$ cat config.mk
export PLATFORM = sky130hd
export DESIGN_NAME = fetch_unit
export DESIGN_NICKNAME = d
export VERILOG_FILES = /design/src/rtl/fetch_unit.sv
export SDC_FILE = /design/constraint.sdc
export NUM_CORES = 1
export LEC_CHECK = 0
export BUFFER_PORTS_ARGS = -buffer_cell sky130_fd_sc_hd__clkbuf_2
export CAP_MARGIN = 20
export CORE_MARGIN = 4
export CORE_UTILIZATION = 56
export CTS_CLUSTER_DIAMETER = 100
export DETAILED_ROUTE_END_ITERATION = 8
export PLACE_DENSITY_LB_ADDON = 0.25
export SLEW_MARGIN = 20
export SYNTH_ARGS = -nofsm -noshare
export SYNTH_HDL_FRONTEND = slang
export SYNTH_SLANG_ARGS = --single-unit
export TNS_END_PERCENT = 5
$ cat constraint.sdc
create_clock -name clock -period 10.16 [get_ports clock]
set_clock_uncertainty 0.2 [all_clocks]
set_input_delay 0 -clock clock [delete_from_list [all_inputs] [get_ports clock]]
set_output_delay 0 -clock clock [all_outputs]
set_load 0.005 [all_outputs]
$ cat src/rtl/fetch_unit.sv
// rtl/fetch_unit.sv - RISC-V IF stage: in-order imem fetch, PC/instruction queue, redirect flush; FETCH_PERF_EN adds perf counters
module fetch_unit #(
    parameter logic [31:0] RESET_PC = 32'h0000_0000,
    parameter int          DEPTH    = 2
) (
    input  logic        clock,
    input  logic        reset,
    input  logic        redirect_valid,
    input  logic [31:0] redirect_pc,
    input  logic        id_stall,
    output logic        imem_req,
    output logic [31:0] imem_addr,
    input  logic        imem_ready,
    input  logic        imem_rvalid,
    input  logic [31:0] imem_rdata,
    output logic        inst_valid,
    output logic [31:0] Instruction,
    output logic [31:0] PC_IF
`ifdef FETCH_PERF_EN
    ,
    output logic [31:0] perf_bubble,
    output logic [31:0] perf_drop
`endif
);
    localparam int          AW  = $clog2(DEPTH);
    localparam int          CW  = $clog2(DEPTH + 1);
    localparam logic [31:0] NOP = 32'h0000_0013;

    logic [31:0]   fetch_pc;
    logic [31:0]   resp_pc;
    logic [CW-1:0] count;
    logic [CW-1:0] outstanding;
    logic [CW-1:0] drop_cnt;
    logic [AW-1:0] wr_ptr;
    logic [AW-1:0] rd_ptr;
    logic [31:0]   q_inst [DEPTH];
    logic [31:0]   q_pc   [DEPTH];

    logic          accept;
    logic          rsp;
    logic          drop;
    logic          push;
    logic          pop;
    logic [CW:0]   in_use;
    logic [CW-1:0] out_after_rsp;
    logic [31:0]   redirect_target;

    // Requests reserve queue space up front, so a response can never overflow the queue.
    always_comb begin
        in_use          = {1'b0, count} + {1'b0, outstanding};
        imem_req        = !reset && !redirect_valid && (in_use < (CW+1)'(DEPTH));
        accept          = imem_req && imem_ready;
        rsp             = imem_rvalid && (outstanding != '0);
        drop            = rsp && (redirect_valid || (drop_cnt != '0));
        push            = rsp && !drop;
        inst_valid      = (count != '0) && !reset;
        pop             = inst_valid && !id_stall && !redirect_valid;
        out_after_rsp   = outstanding - CW'(rsp);
        redirect_target = redirect_pc & ~32'd3;
    end

    assign imem_addr   = fetch_pc;
    assign Instruction = inst_valid ? q_inst[rd_ptr] : NOP;
    assign PC_IF       = inst_valid ? q_pc[rd_ptr] : 32'h0000_0000;

    always_ff @(posedge clock) begin
        if (reset) begin
            fetch_pc    <= RESET_PC;
            resp_pc     <= RESET_PC;
            count       <= '0;
            outstanding <= '0;
            drop_cnt    <= '0;
            wr_ptr      <= '0;
            rd_ptr      <= '0;
        end else begin
            outstanding <= out_after_rsp + CW'(accept);
            if (redirect_valid) begin
                // Every request still in flight belongs to the old path.
                fetch_pc <= redirect_target;
                resp_pc  <= redirect_target;
                drop_cnt <= out_after_rsp;
                count    <= '0;
                wr_ptr   <= '0;
                rd_ptr   <= '0;
            end else begin
                if (accept)
                    fetch_pc <= fetch_pc + 32'd4;
                if (rsp && (drop_cnt != '0))
                    drop_cnt <= drop_cnt - CW'(1);
                if (push) begin
                    resp_pc <= resp_pc + 32'd4;
                    wr_ptr  <= wr_ptr + AW'(1);
                end
                if (pop)
                    rd_ptr <= rd_ptr + AW'(1);
                count <= count + CW'(push) - CW'(pop);
            end
        end
    end

    always_ff @(posedge clock) begin
        if (push && !reset) begin
            q_inst[wr_ptr] <= imem_rdata;
            q_pc[wr_ptr]   <= resp_pc;
        end
    end

`ifdef FETCH_PERF_EN
    always_ff @(posedge clock) begin
        if (reset) begin
            perf_bubble <= '0;
            perf_drop   <= '0;
        end else begin
            if (!inst_valid && !id_stall && (perf_bubble != '1))
                perf_bubble <= perf_bubble + 32'd1;
            if (drop && (perf_drop != '1))
                perf_drop <= perf_drop + 32'd1;
        end
    end
`endif

endmodule

# After elaboration in Yosys (flattened, before gate mapping)
# Memories as Yosys holds them, arrays and structs flattened. A register that Yosys moved wholly into a read port is not among the register bits.
# Index checks and enable logic that the tools add are counted.
totals:
  out_inout_bits: 98
  word_cells: 59
  ram_bits: 128
  in_bits: 70
  latch_bits: 0
  romBits: 0
  regBits: 72
  mem_count: 2
op_classes:
  n_addsub: 10
  muxes: 14
  div: 0
  shift: 0
  order_cmp: 1
  n_reduce_logical: 23
  n_eq_ne: 0
  mul: 0
  n_bitwise: 0
mem_list:
  columns: ["memory", "depth", "width", "read_ports", "rd_ports_with_merged_regs", "write_ports", "line", "text"]
  rows:
  - ["q_inst", 2, 32, 1, 1, 1, "36", "logic [31:0] q_inst [DEPTH];"]
  - ["q_pc", 2, 32, 1, 1, 1, "37", "logic [31:0] q_pc [DEPTH];"]
op_table:
  columns: ["cell", "count"]
  rows:
  - ["$mux 32", 6]
  - ["$add 32x3->32 const B", 2]
  - ["$reduce_bool 2->1", 6]
  - ["$logic_and 1x1->1", 11]
  - ["$mux 1", 6]
  - ["$add 2x1->2", 2]
  - ["$logic_not 1->1", 4]
  - ["$mux 2", 2]
  - ["$sub 2x1->2", 2]
  - ["$add 2x2->3", 1]
  - ["$lt 3x2->1 const B", 1]
  - ["$add 1x1->1 const B", 2]
  - ["$reduce_or 2->1", 1]
  - ["$sub 2x1->2 const B", 1]
  - ["$logic_or 1x1->1", 1]

# Longest topological paths before layout
depth:
  depth_word: 8
  mapped_depth: 11

# Worst setup path after synthesis
# OpenSTA, ideal clock, no wires.
synth_path:
  path_kind: "register to register"
  from: "register drop_cnt[0]"
  to: "memory q_inst[0][0], enable pin"
  stages_incl_launch_ff: 5
  setup_time_ps: 635
  setup_slack_ps: 2690
  period_less_slack_ps: 7470
  arrival_ps: 6634
  path_buffers: 0
  cell_sequence: "dfxtp_1 > inv_1 > ha_1 > inv_1 > nor4_1"
synth_between:
  elab_chain_len: 8
synth_rtl:
  columns: ["element", "line", "text"]
  rows:
  - ["from (decl)", "33", "logic [CW-1:0] drop_cnt;"]
  - ["from (signal assigned)", "81", "drop_cnt <= out_after_rsp;"]
  - ["from (signal assigned)", "89", "drop_cnt <= drop_cnt - CW'(1);"]
  - ["$reduce_bool 2->1", "54", "drop = rsp && (redirect_valid || (drop_cnt != '0));"]
  - ["$logic_or 1x1->1", "54", null]
  - ["$logic_and 1x1->1", "54", null]
  - ["$logic_not 1->1", "55", "push = rsp && !drop;"]
  - ["$logic_and 1x1->1", "55", null]
  - ["$logic_and 1x1->1", "102", "if (push && !reset) begin"]
  - ["$mux 1", "102", null]
  - ["$mux 1 (not written as such)", "103", "q_inst[wr_ptr] <= imem_rdata;"]
  - ["to (decl)", "36", null]
# Every way passes these cells.

# Final worst setup path
layout_path:
  from: "register outstanding[0]"
  to: "register fetch_pc[13], in the netlist imem_addr[13]"
layout_between:
  elab_chain_len: 5
layout_rtl:
  columns: ["element", "line", "text"]
  rows:
  - ["from (decl)", "32", "logic [CW-1:0] outstanding;"]
  - ["from (signal assigned)", "76", "outstanding <= out_after_rsp + CW'(accept);"]
  - ["$add 2x2->3", "50", "in_use = {1'b0, count} + {1'b0, outstanding};"]
  - ["$lt 3x2->1", "51", "imem_req = !reset && !redirect_valid && (in_use < (CW+1)'(DEPTH));"]
  - ["$logic_and 1x1->1", "51", null]
  - ["$logic_and 1x1->1", "52", "accept = imem_req && imem_ready;"]
  - ["$reduce_bool 2->1 (no line)", null, null]
  - ["to (signal assigned)", "79", "fetch_pc <= redirect_target;"]
  - ["to (signal assigned)", "87", "fetch_pc <= fetch_pc + 32'd4;"]
  - ["to (decl)", "29", "logic [31:0] fetch_pc;"]
# Every way passes these cells.
# A chain may end at the register's enable or synchronous reset.

==> results.md <==
* Design Area, Final at 11000 sq um
* Slew HR at 28.1%
* Synthesized area per cell at 11.4 sq um
* R2R Setup Slk at about 6800 ps
* FF-to-FF path depth at 8
* CTS H-tree depth at 4
* Tightest Pin Transition at 1080 ps
* Final GP Congestion at 0.900
* Setup TNS at 0 ps
* Worst reg2reg startpoint: outstanding[0]$_SDFF_PP0_
* Diode count at 0
* Drt initial violations at roughly 570
* Count of final setup violators at 0
* Largest net degree at the start of global routing at 63
* Critical path startpoint category: flop
* WP data arrival at 3580 ps
* Power Dens Cells at approximately 160 nW/um^2
* DRT Wirelength at approximately 21 mm
* Unique masters post-synth at 59
* WL/cell at 17.7 um
* Max Clk Rate at a little under 0.3 GHz
* Vias in the first global route at roughly 7000
* Slew Viols, Final at 0
* Std cell rows at 45
* Slowest cell on crit path: dlygate4sd3_1
* Die Ht at approximately 130 um
* Post-synthesis register bit count at approximately 190
* Synthesis-to-finish area growth at 26.1%
* Die width at 133 um
* Post_cts resized at 0
* Post-synth EDFFs at 124
* Leading post-synthesis cells by cell area: edfxtp_1 (43%), dfxtp_1 (16%), mux2i_1 (7.1%)
* Routed Antenna Nets at 0
* Utilization after layout at around 72%
* Crit path max fanout at 16
* TritonRoute pass-1 iters at 5
* Core Box Area at about 15000 sq um
* Post-place instance area at between 9000 and 10000 sq um
* Share of cells above drive strength 1 at between 20% and 30%
* Crit-path cells: and2_1 -> fa_1 -> nor3b_1 -> buf_4 -> nand3_1 -> or4_1 -> a31oi_1 -> dlygate4sd3_1
* CTS sink count at 193
* HPWL Detailed at 13.5 mm
* DR vias at 7079
* Maximum vdd drop at 0.114 mV
* CTS buffer count at 17
* Total Power at 0.00173 W
* Worst hold path class: in -> reg
* YS warnings at 0
* Residual DRC at 0
* Asr flop ratio synth at 0%
* Cell Area, Synth at 8750 sq um
* Worst Hold Launch: imem_rdata[4]
* Share of the synthesized area in the top cell type at 42.5%
* Max-cap viol count at 0
* Post-CTS setup buffers at 0
* Mean number of vias per cell at approximately 5.9
* First-pass GRT wire length at 35.2 mm
* Data required time of the critical path at 10330 ps
* CTS root buffer: clkbuf_16
* CP endpoint kind: flop
* GR Overflow Total at 0
* Most used flip-flop cell after synthesis: edfxtp_1
* Global Route Usage Sum at 24.7%
* CTS tree: done
* Initial Util at 57.4%
* Outcome: complete, no violations
* Minimum clock period at roughly 3400 ps
* Die area at approximately 18000 sq um
* Synth Instances at ~770
* # IOs at 168
* Sequential area share after synthesis at about 60%
* Unrepaired setup endpoints after global routing: no
* Hold Crit Endpoint: q_inst[1][4]$_DFFE_PP_
* Port buffer count at 161
* CP max stage delay at 570 ps
* Fin crit share at 33.5%
* Max clock buf depth at 2
* Clk_lat worst skew at ~430 ps
* Leakage power figure at 3.92 nW
* Setup CP Type: reg -> reg
* Antenna violations before repair at 0
* Reg-to-Reg End: imem_addr[13]$_SDFFE_PP0P_
* Worst hold stages at 2
* Cell accounting for the most synthesized area: edfxtp_1
* Final hold violation count at 0
* Layout net count at 1061
* Register clock-pin slew on the reported worst setup and hold paths at 70 ps
cell type report:
type                       instances  area, sq um
tap                              211          264
timing repair buffer             243         1610
clock buffer                      20          447
fill                            1037         4220
sequential                       193         5110
multi-input combinational        508         3430
clock inverter                    12          110
inverter                          20         75.1
logic make-up (layout without fill, tap and decap cells):
logic type / Yosys count / after routing / share of synthesized area [%]
xor gates and xnor gates: 25 / 25 / 2.50
buffers and inverters: 68 / 295 / 3.12
DFF: 193 / 193 / 58.3
adders and majority gates: 8 / 8 / 1.23
other: 1 / 4 / 0.0428
and+or+nand+nor: 277 / 277 / 16.5
muxes: 62 / 62 / 7.09
AOI/OAI and AO/OA: 132 / 132 / 11.2
power by group:
group	switching [W]	total, W	internal (W)
registers	0.0000412	0.000913	0.000872
logic	0.000103	0.000190	0.0000870
clock network	0.000283	0.000628	0.000345
total	0.000427	0.00173	0.00130
flip-flops by register name, summed over array words and instances (netlist names), 2 cells and up, named ones only:
signal,cells
count,2
drop_cnt,2
imem_addr,30
outstanding,2
q_inst,64
q_pc,60
resp_pc,30
cells in the mapped netlist, types with 2 or more instances:
cell,number
and3_1,4
o21a_1,18
o31a_1,10
a21oi_1,10
nor2_1,79
a21boi_0,12
a211oi_1,15
and2_1,4
nor4_1,19
inv_1,19
nand2b_1,3
clkbuf_1,36
nand2_1,38
buf_4,4
xnor2_1,15
a32oi_1,2
or3_1,10
dfxtp_1,69
nor2b_1,3
nor3b_1,5
nand3_1,27
o311ai_0,8
a211o_1,2
o31ai_1,7
xor2_1,10
and4_1,13
mux2i_1,62
a311oi_1,5
o211a_1,2
a31oi_1,12
ha_1,7
or4_1,15
buf_1,6
or2_2,2
o21ai_0,12
buf_2,2
edfxtp_1,124
nor3_1,26
o211ai_1,6
nand4_1,24
worst max path at each step:
stage                              startpoint                    endpoint  cells after the start
detailed placement  outstanding[0]$_SDFF_PP0_  imem_addr[25]$_SDFFE_PP0P_                      6
finish              outstanding[0]$_SDFF_PP0_  imem_addr[13]$_SDFFE_PP0P_                      8
global route        outstanding[0]$_SDFF_PP0_  imem_addr[13]$_SDFFE_PP0P_                      8
global placement          count[0]$_SDFF_PP0_  imem_addr[25]$_SDFFE_PP0P_                      6
CTS                       count[0]$_SDFF_PP0_  imem_addr[13]$_SDFFE_PP0P_                      8
floorplan            drop_cnt[0]$_SDFFE_PP0P_      q_inst[0][0]$_DFFE_PP_                      4
per-layer routing:
layer  GRT usage, %  part of all wire, %  vias to the layer above
met4           8.08                  2.2                        0
met5              0                    0                        -
met1           32.9                   43                     3371
met2           40.1                   47                      308
met3           5.74                  7.2                       37
li1               -                    -                     3363
cell usage in the layout, fill, tap and decap left out, types with 5 or more instances in the layout:
cell	count
clkbuf_2	161
edfxtp_1	124
nor2_1	79
dlygate4sd3_1	74
dfxtp_1	68
mux2i_1	62
nand2_1	38
nand3_1	27
nor3_1	26
nand4_1	24
inv_1	18
o21a_1	18
clkbuf_16	17
a211oi_1	15
or4_1	15
xnor2_1	15
nor4_1	15
and4_1	13
o21ai_0	12
a31oi_1	12
a21boi_0	12
o31a_1	10
or3_1	10
a21oi_1	10
xor2_1	10
o311ai_0	8
buf_4	8
o31ai_1	7
ha_1	7
o211ai_1	6
a311oi_1	5
nor3b_1	5
through the flow:
stage          hold WS [ps]  std cells  worst slack, ps
2_1_floorplan          -101        769             2690
5_1_grt                94.1       1207             6530
3_5_place_dp          -7.32       1101             6950
4_1_cts                87.6       1207             6830
3_3_place_gp          -11.5       1101             7050
6_report               96.1       1207             6760
critical path: cells and delay by family (launching register included):
family	cells	cell delay (ps)
and+or+nand+nor	4	1270
buffers and inverters	2	830
adders and majority gates	1	460
DFF	1	440
AOI/OAI and AO/OA	1	160
timing repair:
action	CTS	global route
hold buffers	74	0
endpoints found under the setup margin	0	0
endpoints found under the hold margin	130	0
Note: power is estimated with default switching activity, not from simulation.
